--- src/rtl/regbank_write_queue_if.sv ---
// rtl/regbank_write_queue_if.sv - writeback request, bank write port and forwarding lookup bundle
interface regbank_write_queue_if #(
    parameter int ADDRESS_SIZE  = 5,
    parameter int REGISTER_SIZE = 8,
    parameter int DEPTH         = 4
);
    logic                       req_valid;
    logic                       req_ready;
    logic [ADDRESS_SIZE-1:0]    req_addr;
    logic [REGISTER_SIZE-1:0]   req_data;

    logic                       wr_grant;
    logic                       write;
    logic [ADDRESS_SIZE-1:0]    addr_in;
    logic [REGISTER_SIZE-1:0]   data_in;

    logic [ADDRESS_SIZE-1:0]    lookup_addr;
    logic                       lookup_hit;
    logic [REGISTER_SIZE-1:0]   lookup_data;

    logic [$clog2(DEPTH):0]     count;

    // master: pipeline + bank side driving the queue
    modport master (
        output req_valid, req_addr, req_data, wr_grant, lookup_addr,
        input  req_ready, write, addr_in, data_in, lookup_hit, lookup_data, count
    );

    modport slave (
        input  req_valid, req_addr, req_data, wr_grant, lookup_addr,
        output req_ready, write, addr_in, data_in, lookup_hit, lookup_data, count
    );
endinterface

--- src/rtl/regbank_write_queue.sv ---
// rtl/regbank_write_queue.sv - in-order writeback FIFO feeding Register_bank with pending-value forwarding
module regbank_write_queue #(
    parameter int ADDRESS_SIZE  = 5,
    parameter int REGISTER_SIZE = 8,
    parameter int DEPTH         = 4
) (
    input  logic                    clk,
    input  logic                    reset,
    regbank_write_queue_if.slave    bus
);
    localparam int PTR_W = $clog2(DEPTH);
    localparam int CNT_W = PTR_W + 1;
    localparam logic [CNT_W-1:0] FULL_COUNT = CNT_W'(DEPTH);

    logic [ADDRESS_SIZE-1:0]    addr_q [DEPTH];
    logic [REGISTER_SIZE-1:0]   data_q [DEPTH];
    logic [DEPTH-1:0]           valid_q;
    logic [PTR_W-1:0]           head_q;
    logic [PTR_W-1:0]           tail_q;
    logic [CNT_W-1:0]           count_q;

    logic                       not_empty;
    logic                       push_fire;
    logic                       push_en;
    logic                       pop_en;
    logic [PTR_W-1:0]           scan_idx;

    assign not_empty     = (count_q != '0);
    assign bus.req_ready = (count_q != FULL_COUNT);
    assign bus.write     = not_empty;
    assign bus.count     = count_q;

    // Register 0 is hard-wired in the bank: complete the handshake but drop the entry.
    assign push_fire = bus.req_valid && bus.req_ready;
    assign push_en   = push_fire && (bus.req_addr != '0);
    assign pop_en    = not_empty && bus.wr_grant;

    assign bus.addr_in = not_empty ? addr_q[head_q] : '0;
    assign bus.data_in = not_empty ? data_q[head_q] : '0;

    always_ff @(posedge clk or negedge reset) begin
        if (!reset) begin
            head_q  <= '0;
            tail_q  <= '0;
            count_q <= '0;
            valid_q <= '0;
            for (int i = 0; i < DEPTH; i++) begin
                addr_q[i] <= '0;
                data_q[i] <= '0;
            end
        end else begin
            // push and pop never share an index: that needs count 0 and DEPTH at once
            if (push_en) begin
                addr_q[tail_q]  <= bus.req_addr;
                data_q[tail_q]  <= bus.req_data;
                valid_q[tail_q] <= 1'b1;
                tail_q          <= tail_q + 1'b1;
            end
            if (pop_en) begin
                valid_q[head_q] <= 1'b0;
                head_q          <= head_q + 1'b1;
            end
            case ({push_en, pop_en})
                2'b10:   count_q <= count_q + 1'b1;
                2'b01:   count_q <= count_q - 1'b1;
                default: count_q <= count_q;
            endcase
        end
    end

    // Walk oldest to youngest so the last match left standing is the youngest.
    always_comb begin
        bus.lookup_hit  = 1'b0;
        bus.lookup_data = '0;
        scan_idx        = head_q;
        for (int i = 0; i < DEPTH; i++) begin
            scan_idx = head_q + PTR_W'(i);
            if (valid_q[scan_idx] && (bus.lookup_addr != '0) &&
                (addr_q[scan_idx] == bus.lookup_addr)) begin
                bus.lookup_hit  = 1'b1;
                bus.lookup_data = data_q[scan_idx];
            end
        end
    end
endmodule

--- src/flat_wrapper.sv ---
// flat-port wrapper written by rule: the top's interface ports become plain ports
module regbank_write_queue_flat 
#(
    parameter int ADDRESS_SIZE  = 5,
    parameter int REGISTER_SIZE = 8,
    parameter int DEPTH         = 4
)
  (clk, reset, bus_req_valid, bus_req_addr, bus_req_data, bus_wr_grant, bus_lookup_addr, bus_req_ready, bus_write, bus_addr_in, bus_data_in, bus_lookup_hit, bus_lookup_data, bus_count);
  regbank_write_queue_if #(.ADDRESS_SIZE(ADDRESS_SIZE), .REGISTER_SIZE(REGISTER_SIZE), .DEPTH(DEPTH)) bus_i ();
  input  logic clk;
  input  logic reset;
  input wire logic [$bits(bus_i.req_valid)-1:0] bus_req_valid;
  input wire logic [$bits(bus_i.req_addr)-1:0] bus_req_addr;
  input wire logic [$bits(bus_i.req_data)-1:0] bus_req_data;
  input wire logic [$bits(bus_i.wr_grant)-1:0] bus_wr_grant;
  input wire logic [$bits(bus_i.lookup_addr)-1:0] bus_lookup_addr;
  output wire logic [$bits(bus_i.req_ready)-1:0] bus_req_ready;
  output wire logic [$bits(bus_i.write)-1:0] bus_write;
  output wire logic [$bits(bus_i.addr_in)-1:0] bus_addr_in;
  output wire logic [$bits(bus_i.data_in)-1:0] bus_data_in;
  output wire logic [$bits(bus_i.lookup_hit)-1:0] bus_lookup_hit;
  output wire logic [$bits(bus_i.lookup_data)-1:0] bus_lookup_data;
  output wire logic [$bits(bus_i.count)-1:0] bus_count;
  assign bus_i.req_valid = bus_req_valid;
  assign bus_i.req_addr = bus_req_addr;
  assign bus_i.req_data = bus_req_data;
  assign bus_i.wr_grant = bus_wr_grant;
  assign bus_i.lookup_addr = bus_lookup_addr;
  assign bus_req_ready = bus_i.req_ready;
  assign bus_write = bus_i.write;
  assign bus_addr_in = bus_i.addr_in;
  assign bus_data_in = bus_i.data_in;
  assign bus_lookup_hit = bus_i.lookup_hit;
  assign bus_lookup_data = bus_i.lookup_data;
  assign bus_count = bus_i.count;
  regbank_write_queue #(.ADDRESS_SIZE(ADDRESS_SIZE), .REGISTER_SIZE(REGISTER_SIZE), .DEPTH(DEPTH)) u_core (.clk(clk), .reset(reset), .bus(bus_i));
endmodule
--- config.mk ---
export PLATFORM = sky130hd
export DESIGN_NAME = regbank_write_queue_flat
export DESIGN_NICKNAME = d
export VERILOG_FILES = /design/src/rtl/regbank_write_queue_if.sv /design/src/rtl/regbank_write_queue.sv /design/src/flat_wrapper.sv
export SDC_FILE = /design/constraint.sdc
export NUM_CORES = 1
export LEC_CHECK = 0
export CAP_MARGIN = 20
export CORE_ASPECT_RATIO = 1.25
export CORE_MARGIN = 4
export CORE_UTILIZATION = 55
export CTS_CLUSTER_SIZE = 24
export DETAILED_ROUTE_END_ITERATION = 7
export GPL_ROUTABILITY_DRIVEN = 1
export PLACE_DENSITY = 0.78
export SLEW_MARGIN = 20
export SYNTH_ARGS = -nofsm -noshare
export SYNTH_HDL_FRONTEND = slang
export SYNTH_SLANG_ARGS = --single-unit
--- constraint.sdc ---
create_clock -name clk -period 5.7 [get_ports clk]
set_input_delay 1.14 -clock clk [delete_from_list [all_inputs] [get_ports clk]]
set_output_delay 1.14 -clock clk [all_outputs]
set_load 0.005 [all_outputs]
# Yosys cells after proc, flatten, opt, wreduce, memory -nomap -nowiden
# Index checks and enable logic that the tools add are counted.
# totals
regBits	63
output_inout_bits	27
elab_cells	119
# classes
addsub	6
n_lt_le_gt_ge	13
eq_ne	7
n_mux	55
bitwise_logic	8
reduce_logical	18
# ops
cell	n
2-to-1 mux 8 bit	14
binary-select mux 8 bit (select 2 bit)	4
2-to-1 mux 5 bit	10
binary-select mux 5 bit (select 2 bit)	4
bitwise mux 32 bit	1
bitwise mux 20 bit	1
equality test 5 bit	4
demux 8 bit (select 2 bit)	1
>= comparator 3 bit, second input constant	5
< comparator 2 x 3 -> 1 bit, second input constant	5
NOT 2 -> 3 bit	5
logical AND 1 bit	14
demux 5 bit (select 2 bit)	1
2-to-1 mux 1 bit	10
nonzero test 5 bit	2
binary-select mux 1 bit (select 2 bit)	4
2-to-1 mux 4 bit	2
case mux 3 bit (2 select lines)	1
adder 2 x 1 -> 2 bit, second input constant	2
adder 2 bit, second input constant	2
bitwise AND 4 bit	1
demux 1 bit (select 2 bit)	2
>= comparator 2 x 1 -> 1 bit, second input constant	2
NOT 4 bit	1
9 further kinds	9

# Depth between registers and ports, before layout
# logic_depth
depth_word	10
ltp_mapped	15
mapped_depth_nobuf	11

# Worst setup path after synthesis
# No wires, ideal clock.
# synth_path
kind	register to output
startpoint	reg u_core.head_q[1]
endpoint	out bus_lookup_data[5]
arrival_ns	3.324
required_ns	4.560
path_slack_ns	1.236
stages_incl_launch_ff	14
n_path_buf	5
path_cell_list	dfrtp_1 -> clkbuf_1 -> buf_2 -> inv_1 -> clkbuf_1 -> clkbuf_1 -> ha_1 -> buf_6 -> mux4_2 -> xor2_1 -> nor4_4 -> a2111oi_1 -> nand2b_1 -> a311oi_1
# synth_via
elab_chain_cells	10
elab_cells_between_ends	55
cone_classes	add/sub: 3; eq/ne: 4; mux: 36; bitwise: 4; reduce/logical: 8
# synth_rtl
item	line_no	source
from (decl)	regbank_write_queue.sv:18	logic [PTR_W-1:0] head_q;
from (signal assigned)	regbank_write_queue.sv:61	head_q <= head_q + 1'b1;
adder 2 x 1 -> 2 bit or NOT 2 -> 3 bit (tied branches)	regbank_write_queue.sv:77, regbank_write_queue.sv:79, regbank_write_queue.sv:81	
NOT 2 -> 3 bit (not written as such) or binary-select mux 5 bit (select 2 bit) (tied branches)	regbank_write_queue.sv:79, regbank_write_queue.sv:81	
binary-select mux 5 bit (select 2 bit) or 2-to-1 mux 5 bit (tied branches)	regbank_write_queue.sv:79	(addr_q[scan_idx] == bus.lookup_addr)) begin
2-to-1 mux 5 bit (not written as such)	regbank_write_queue.sv:79	
2-to-1 mux 5 bit (not written as such) or equality test 5 bit (tied branches)	regbank_write_queue.sv:79	
equality test 5 bit or logical AND 1 bit (tied branches)	regbank_write_queue.sv:79, regbank_write_queue.sv:78	
logical AND 1 bit or 2-to-1 mux 8 bit (tied branches)	regbank_write_queue.sv:78	if (valid_q[scan_idx] && (bus.lookup_addr != '0) &&
2-to-1 mux 8 bit (2 in series)	regbank_write_queue.sv:78	
2-to-1 mux 8 bit (*)	regbank_write_queue.sv:78	
to (decl)	flat_wrapper.sv:22	output wire logic [$bits(bus_i.lookup_data)-1:0] bus_lookup_data;
# Mark *: on every way between the ends. The rest lies on a longest branch, timed or not. The select of a mux whose other input is x is not followed.

# Final worst setup path
# layout_path
startpoint	in bus_lookup_addr[2]
endpoint	out bus_lookup_data[7]
# layout_via
elab_chain_cells	7
elab_cells_between_ends	17
cone_classes	eq/ne: 4; mux: 4; reduce/logical: 9
# layout_rtl
item	line_no	source
from (decl)	flat_wrapper.sv:16	input wire logic [$bits(bus_i.lookup_addr)-1:0] bus_lookup_addr;
nonzero test 5 bit	regbank_write_queue.sv:78	
logical AND 1 bit (2 in series)	regbank_write_queue.sv:78	
2-to-1 mux 8 bit (3 in series)	regbank_write_queue.sv:78	
2-to-1 mux 8 bit (*)	regbank_write_queue.sv:78	
# Mark *: on every way between the ends. The rest lies on a longest branch, timed or not.

==> qor.csv <==
stage,metric,value,unit
drt,drc,0,
clock_network,ctsLongestPathBuffers,2,
place,place.gp.congestion,0.936,
grt,grt_pass1_wl,18200,microns
cells_and_area,drive_gt1_share,29.0,%
timing,setup_tns,0,ps
grt,grt_usage,23.0,%
timing,holdWs,540,ps
timing,drv_slew,0,
job,max_cap_viol_count,0,
die,rows,37,
timing,max_freq,187,MHz
logic_synthesis,synthCells,414,
timing,period_needed,5350,ps
timing,worst_pin_slew,833,ps
drt,dr.first_iter.drc_count,260,
clock_network,cts_setup_buffers,0,
logic_synthesis,syn_nets,446,
setup_path,cp-start-kind,input pin,
clock_network,htreeDepth,3,
timing,relSlewSlack,44.3,%
setup_path,crit_start,bus_lookup_addr[2],
logic_synthesis,syn_area_per_cell,11.3,sq um
die,start_util,56.6,%
clock_network,cts_tree,built,
grt,antenna_found_initial,0,
drt,totalWireLength,11200,microns
setup_path,crit_path_end_kind,primary output,
place,port_buffers,48,
drt,ant_nets,0,
hold_path,hp-class,register to register,
clock_network,clkSlewWorstSetupHoldPaths,60,ps
drt,drtPass1Iterations,5,
timing,min_period_over_period,93.8,%
pwr,power.leakage,2.24,nW
logic_synthesis,synthesis.area,4690,sq um
clock_network,cts_buffers,9,
die,die_x,90.6,microns
place,dp.cells,540,
pwr,ir_drop,0.424,mV
setup_path,critical_path_class,input pin to primary output,
drt,wire_per_inst,20.1,microns
cells_and_area,layout.nets,486,
die,die_y,111,microns
die,ios,49,
pwr,power.density,706,nW/um^2
grt,grt_pass1_vias,3579,
place,hpwl,7980,microns
hold_path,hold_path_startpoint,u_core.bus.count[2],
cells_and_area,nFillCells,627,
die,die-area,10100,sq um
logic_synthesis,yosys_warnings,0,
grt,grt_overflow,0,
timing,fin_skew,6.85,ps
timing,rsz0062_at_grt,no,
place,place_area,5200,sq um
logic_synthesis,synth_seq_cells,63,
setup_path,worstPathArrival,4210,ps
grt,grt_start_max_net_pins,64,
logic_synthesis,ys_seq_area_share,33.6,%
logic_synthesis,synth.distinct_cells,47,
clock_network,cts.sinks,63,
setup_path,crit_fanout,6,
clock_network,cts_root_buffer,clkbuf_8,
outcome,status,"complete, no violations",
cells_and_area,final_area,5430,sq um
die,core,8290,sq um
timing,finalHoldViolCount,0,
setup_path,r2r-start,u_core.bus.count[0],
drt,vias,3538,
setup_path,r2r_setup_slack,3280,ps
cells_and_area,final_cell_count_no_fill,556,
drt,vias_per_cell,6.36,
setup_path,crit_required,4560,ps
clock_network,clk_latency,350,ps
timing,finalSetupViolCount,0,
cells_and_area,syn_to_final_growth,15.9,%
cells_and_area,fin_util,65.6,%
cells_and_area,antenna_cells,0,
## cell usage in the layout (no fill, tap or decap), types with 6 or more instances in the layout
cell type	Yosys	layout
a21oi_1	7	7
a221oi_1	7	7
a311oi_1	8	8
buf_4	4	10
clkbuf_8	0	11
clkdlybuf4s50_1	0	47
dfrtp_1	63	62
ha_1	9	8
inv_1	14	14
mux2_2	62	62
mux2i_1	26	26
mux4_2	28	28
nand2_1	38	38
nand3b_1	6	6
nor2_1	16	16
nor2b_1	6	6
nor3_1	10	9
o21ai_0	10	10
or2_2	7	7
xnor2_1	6	6
xor2_1	23	23
## through the flow
| stage | power [mW] | setup WS (ps) |
|---|---|---|
| 5_1_grt | 4.09 | 48.2 |
| 4_1_cts | 3.84 | 184 |
| 3_3_place_gp | 3.31 | 436 |
| 2_1_floorplan | 2.66 | 1240 |
| 3_5_place_dp | 3.38 | 400 |
| 6_report | 3.84 | 354 |
## cell type report
class	count	area [sq um]	area share [%]
clock buffer	11	151	2.79
clock inverter	5	80.1	1.47
inverter	14	52.6	0.967
timing repair buffer	58	551	10.1
tap	97	121	2.23
multi-input combinational	308	2900	53.4
sequential	63	1580	29.0
## critical path: stages
cell and delay (ps):
clkdlybuf4s50_1 580, or4_4 600, o21ai_1 140, nor2_1 100, a2111oi_1 600, nand2_1 90
a311oi_1 370, clkdlybuf4s50_1 570
## worst paths after layout
path,endpoint,cells after the start
setup / recovery,bus_lookup_data[7],8
hold / removal,u_core.bus.count[2],1
setup reg to reg,u_core.data_q[8],6
hold reg to reg,u_core.bus.count[2],1
max in group asynchronous,u_core.head_q[0],2
min in group asynchronous,u_core.data_q[18],2
## power breakdown
group / switching [mW] / internal [mW] / total, mW
Combinational: 1.14 / 1.33 / 2.47
Clock: 0.172 / 0.269 / 0.441
Sequential: 0.241 / 0.682 / 0.923
## metal layers
| metal | share of wire [%] | global-route usage, % |
|---|---|---|
| met5 | 0 | 0 |
| met4 | 2.5 | 9.70 |
| met3 | 4.7 | 4.48 |
| met2 | 52 | 38.5 |
| met1 | 41 | 29.0 |
## state kept, by name (all words and copies together) (netlist names)
name and flops:
u_core.data_q 32, u_core.addr_q 20, u_core.valid_q 4, u_core.bus.count 3
u_core.head_q 2, u_core.tail_q 2
## timing repair
item | 4_1_cts | 5_1_grt
hold buffers | 0 | 0
resized for setup | 0 | 1
endpoints found under the setup margin | 0 | 2
## cell usage after synthesis, drive strengths merged
cell     count  area (sq um)
o32ai        2          17.5
nand2       38           143
nor2b        6          37.5
xor2        23           201
a2111oi      1          10.0
inv         14          52.6
a22oi        4          30.0
a21oi        8          43.8
dfrtp       63          1580
nor3        11          60.1
and2         3          18.8
buf         17           121
a211oi       1          7.51
and3         3          18.8
nor4         1          21.3
nor2        16          60.1
o22ai        1          6.26
nand4        2          12.5
a311oi       8          70.1
nand3b       6          45.0
or4          1          11.3
clkbuf      12          45.0
a21o         1          7.51
o21a         1          7.51
a221oi       7          61.3
or2          7          43.8
mux4        29           657
and4         2          17.5
o21ai       14          70.1
fa           1          20.0
nand3        2          10.0
mux2        63           709
ha           9           113
mux2i       27           274
xnor2        7          68.8
nand2b       3          18.8
## kinds of logic (layout without fill, tap and decap cells)
group	Yosys count	in the layout	share of synthesized area [%]
XOR/XNOR	30	30	5.76
AO/OA/AOI/OAI	48	48	7.07
flip-flops	63	63	33.6
buffers and inverters	43	88	4.67
AND/OR/NAND/NOR	101	101	11.0
adder cells (fa/ha/maj)	10	10	2.83
multiplexers	119	119	35.0
No activity file was read; power rests on OpenSTA's default activity.
